`config.mk`:
```
export PLATFORM = sky130hd
export DESIGN_NAME = sha256_w_schedule_issuer
export DESIGN_NICKNAME = d
export VERILOG_FILES = /design/src/rtl/sha256_w_schedule_issuer.sv
export SDC_FILE = /design/constraint.sdc
export NUM_CORES = 2
export LEC_CHECK = 0
export CORE_UTILIZATION = 55
export DETAILED_ROUTE_END_ITERATION = 7
export GPL_TIMING_DRIVEN = 0
export MAX_ROUTING_LAYER = met4
export PLACE_DENSITY = 0.85
export SLEW_MARGIN = 30
export SYNTH_ARGS = -nofsm -noshare
export SYNTH_HDL_FRONTEND = slang
export SYNTH_SLANG_ARGS = --single-unit
```
`constraint.sdc`:
```
create_clock -name CLK -period 57.9 [get_ports CLK]
set_input_delay 11.58 -clock CLK [delete_from_list [all_inputs] [get_ports CLK]]
set_output_delay 11.58 -clock CLK [all_outputs]
set_load 0.01 [all_outputs]
```
`src/rtl/sha256_w_schedule_issuer.sv`:
```
// SHA-256 message schedule issuer: emits W[0..NUM_WORDS-1] over valid/ready.
// Optional w_last output is compiled in when SHA256_W_LAST_EN is defined.
module sha256_w_schedule_issuer #(
  parameter int NUM_WORDS = 64
) (
  input  logic         CLK,
  input  logic         RST,
  input  logic         start,
  input  logic [511:0] block_in,
  output logic         busy,
  output logic         w_valid,
  input  logic         w_ready,
  output logic [31:0]  w_out,
  output logic [5:0]   w_index,
`ifdef SHA256_W_LAST_EN
  output logic         w_last,
`endif
  output logic         done
);

  typedef enum logic [1:0] {
    IDLE,
    RUN,
    DONE
  } state_t;

  localparam logic [5:0] LAST_IDX = 6'(NUM_WORDS - 1);

  state_t      state;
  state_t      state_nxt;
  logic        load;
  logic        xfer;
  logic [31:0] win [16];
  logic [31:0] w_new;

  function automatic logic [31:0] sig0(input logic [31:0] x);
    return {x[6:0], x[31:7]} ^ {x[17:0], x[31:18]} ^ (x >> 3);
  endfunction

  function automatic logic [31:0] sig1(input logic [31:0] x);
    return {x[16:0], x[31:17]} ^ {x[18:0], x[31:19]} ^ (x >> 10);
  endfunction

  // Window holds W[t..t+15]; the next word extends it by W[t+16].
  assign w_new = sig1(win[14]) + win[9] + sig0(win[1]) + win[0];
  assign w_out = win[0];

`ifdef SHA256_W_LAST_EN
  assign w_last = w_valid && (w_index == LAST_IDX);
`endif

  // State register.
  always_ff @(posedge CLK or posedge RST) begin
    if (RST) state <= IDLE;
    else     state <= state_nxt;
  end

  // Next-state and handshake outputs.
  always_comb begin
    state_nxt = state;
    busy      = 1'b0;
    w_valid   = 1'b0;
    done      = 1'b0;
    load      = 1'b0;
    xfer      = 1'b0;
    unique case (state)
      IDLE: begin
        if (start) begin
          load      = 1'b1;
          state_nxt = RUN;
        end
      end
      RUN: begin
        busy    = 1'b1;
        w_valid = 1'b1;
        if (w_ready) begin
          xfer = 1'b1;
          if (w_index == LAST_IDX) state_nxt = DONE;
        end
      end
      DONE: begin
        busy      = 1'b1;
        done      = 1'b1;
        state_nxt = IDLE;
      end
      default: state_nxt = IDLE;
    endcase
  end

  // Sliding window and index: load on accept, shift on transfer.
  always_ff @(posedge CLK or posedge RST) begin
    if (RST) begin
      for (int i = 0; i < 16; i++) win[i] <= '0;
      w_index <= '0;
    end else if (load) begin
      for (int i = 0; i < 16; i++) win[i] <= block_in[511-32*i -: 32];
      w_index <= '0;
    end else if (xfer) begin
      for (int i = 0; i < 15; i++) win[i] <= win[i+1];
      win[15] <= w_new;
      w_index <= w_index + 6'd1;
    end
  end

endmodule

```
==> results.ini <==
[run]
cap_violations=0

[sta]
max_slew.worst_pin.slew_ns=0.8514
min_period_over_period_pct=24.22
tns_ns=0
fmax_mhz=71.30
setup_violations=0
finalClockSkew_ns=0.02294
period_needed_ns=14.03
max_slew_margin_pct=43.24
grt_setup_unrepaired=false
slew_violations=0
timing.final.hold_violations=0

[grt]
gr-total-overflow=0
use_met2_pct=67.46
grt_pass1_vias=27060
busiest_layer=met2
antenna_found_initial=3
grt_pass1_wl_mm=161.8
grt_max_degree=93
grt_usage_pct=44.40
use_met3_pct=10.16
use_met1_pct=53.76

[worst_setup_path]
max_stage_delay_ns=0.66
start_kind=input port
required_ns=58.43
cp_slowest_cell=clkbuf_1
arrival_ns=14.56
cp_common_cell=clkbuf_1
worst-path-max-fanout=10
path_class=input port to register
crit_chain=clkdlybuf4s50_1 > nand2_1 > clkbuf_1 > clkbuf_1 > clkbuf_1 > nand2_1 > a31oi_1
crit_path_end_kind=register

[place]
hpwl_mm=88.05
port_buffers=556
place.gp.congestion=1.020

[logic_synthesis]
synth_edf_count=0
synthArstFlopShare_pct=100.0
ys_ff_latch=520
synth_ff_type=dfrtp_1
syn_inst=3430
synthDistinctLibCells=63
seq_area_frac_synth_pct=46.57
avgSynthCellArea_um2=8.146
netlist_area_mm2=0.02794
syn_nets=4044
ys_warn_count=0

[drt]
drc_errors=0
postRouteAntennaNets=0
drt-initial-drc-count=3498
num_vias=28230
dr.pass1.iters=7
wire_per_inst_um=23.50
postRouteWirelength_mm=112.0
drt-vias-per-instance=5.924

[die]
rows=82
die_y_um=227.4
pin_count=557
die-area_mm2=0.05171
fp.dieW_um=227.4
core_mm2=0.05017
initial_core_util_pct=55.69

[layout]
layout_commonest_cell=nand2_1
drive_above_1_share_pct=3.864
syn2layout_area_growth_pct=30.26
layout.nets=4662
nFillCells=3825
final_cell_mix=nand2_1 (1020), clkdlybuf4s50_1 (556), nor2_1 (523)

[clock_tree]
clk_path_buf_depth=3
cts.htree.levels=2
cts_buffers=54
hold_buffers=0
clkTransAtPathRegs_ns=0.07
post-cts-setup-buffer-count=0
cts-resized-gates=0
clock_latency_ns=0.63
cts.sinks=520
cts_root_buffer=clkbuf_16
cts_tree=done

[min_path]
min_path_type=register to register

[status]
status=finished clean

## cells by family after synthesis
| kind of cell | Yosys count | synth area share, % |
|---|---|---|
| AND/OR/NAND/NOR | 1583 | 21.66 |
| adder cells (fa/ha/maj) | 98 | 6.054 |
| multiplexers | 4 | 0.1478 |
| flip-flops | 520 | 46.57 |
| AO/OA/AOI/OAI | 634 | 14.43 |
| XOR/XNOR | 146 | 4.576 |
| buffers and inverters | 445 | 6.560 |
## worst paths after layout
check                                     from              endpoint  slack (ns)  depth (start not counted)
max                                      start    win[1]$_DFFE_PP0P_       43.87                          7
min reg2reg                 win[1]$_DFFE_PP0P_   win[33]$_DFFE_PP0P_        0.53                          2
max in group asynchronous                  RST  win[121]$_DFFE_PP0P_       45.00                          5
min                         win[1]$_DFFE_PP0P_   win[33]$_DFFE_PP0P_        0.53                          2
min in group asynchronous                  RST  win[383]$_DFFE_PP0P_       11.29                          2
max reg2reg                win[50]$_DFFE_PP0P_   win[29]$_DFFE_PP0P_       53.04                         15
## sequential cells by signal (all words and copies together) (netlist names)
signal,count
state,2
w_out,32
w_index,6
win,480
## layer usage
layer  wire [um]  up-vias
li1            -    12480
met1       40960    13400
met2       50230     1926
met3       12470      420
met4        8296        0
met5           0        -
## through the flow
| stage | hold WS [ns] | worst slack (ns) | area [um2] | utilization [%] | instances |
|---|---|---|---|---|---|
| 3_3_place_gp | 0.5156 | 25.93 | 34350 | 68.46 | 4658 |
| 3_5_place_dp | 0.5098 | 43.40 | 34520 | 68.81 | 4664 |
| 4_1_cts | 0.5291 | 44.02 | 36390 | 72.53 | 4761 |
| 6_report | 0.5304 | 43.87 | 36400 | 72.55 | 4765 |
| 2_1_floorplan | 0.4690 | 31.79 | 27940 | - | 3430 |
| 5_1_grt | 0.5514 | 43.94 | 36390 | 72.54 | 4764 |
## layout make-up
| type | instances | area (um2) | share of cell area (%) |
|---|---|---|---|
| plain buffers | 315 | 1348 | 3.702 |
| inverters | 130 | 495.5 | 1.361 |
| clock buffers | 76 | 1574 | 4.325 |
| diodes | 4 | 10.01 | 0.02750 |
| repair buffers | 562 | 5731 | 15.74 |
| clock inverters | 21 | 290.3 | 0.7975 |
| multi-input cells | 2465 | 13100 | 35.98 |
| flip-flops and latches | 520 | 13010 | 35.75 |
| well taps | 672 | 840.8 | 2.310 |
## cell usage after synthesis, types with 3 or more instances
cell	instances	area, um2
clkbuf_2	3	15.01
fa_1	62	1241
and2_1	3	18.77
nor3_1	3	15.01
buf_4	35	262.8
or3_1	3	18.77
buf_1	23	86.33
nand4_1	9	56.30
o21bai_1	9	67.56
a31oi_1	489	3059
dfrtp_1	520	13010
ha_1	36	450.4
o21a_1	3	22.52
mux2i_1	3	30.03
nor2b_1	3	18.77
o211ai_1	4	30.03
xor2_1	52	455.4
nand2_1	1020	3829
clkbuf_1	251	942.2
xnor2_1	94	823.3
nor2_1	523	1963
a21o_1	14	105.1
o21ai_0	23	115.1
a21oi_1	54	270.3
a22oi_1	6	45.04
a221o_1	4	40.04
nand3_1	8	40.04
inv_1	130	488.0
a211oi_1	3	22.52
## worst max-delay path, delay by kind of cell
family	cells	cell delay, ns
AO/OA/AOI/OAI	1	0.23
buffers and inverters	4	2.34
AND/OR/NAND/NOR	2	0.40
Power is not shown: default switching activity piles up to over one toggle a cycle in this logic, so the estimate is an artifact.
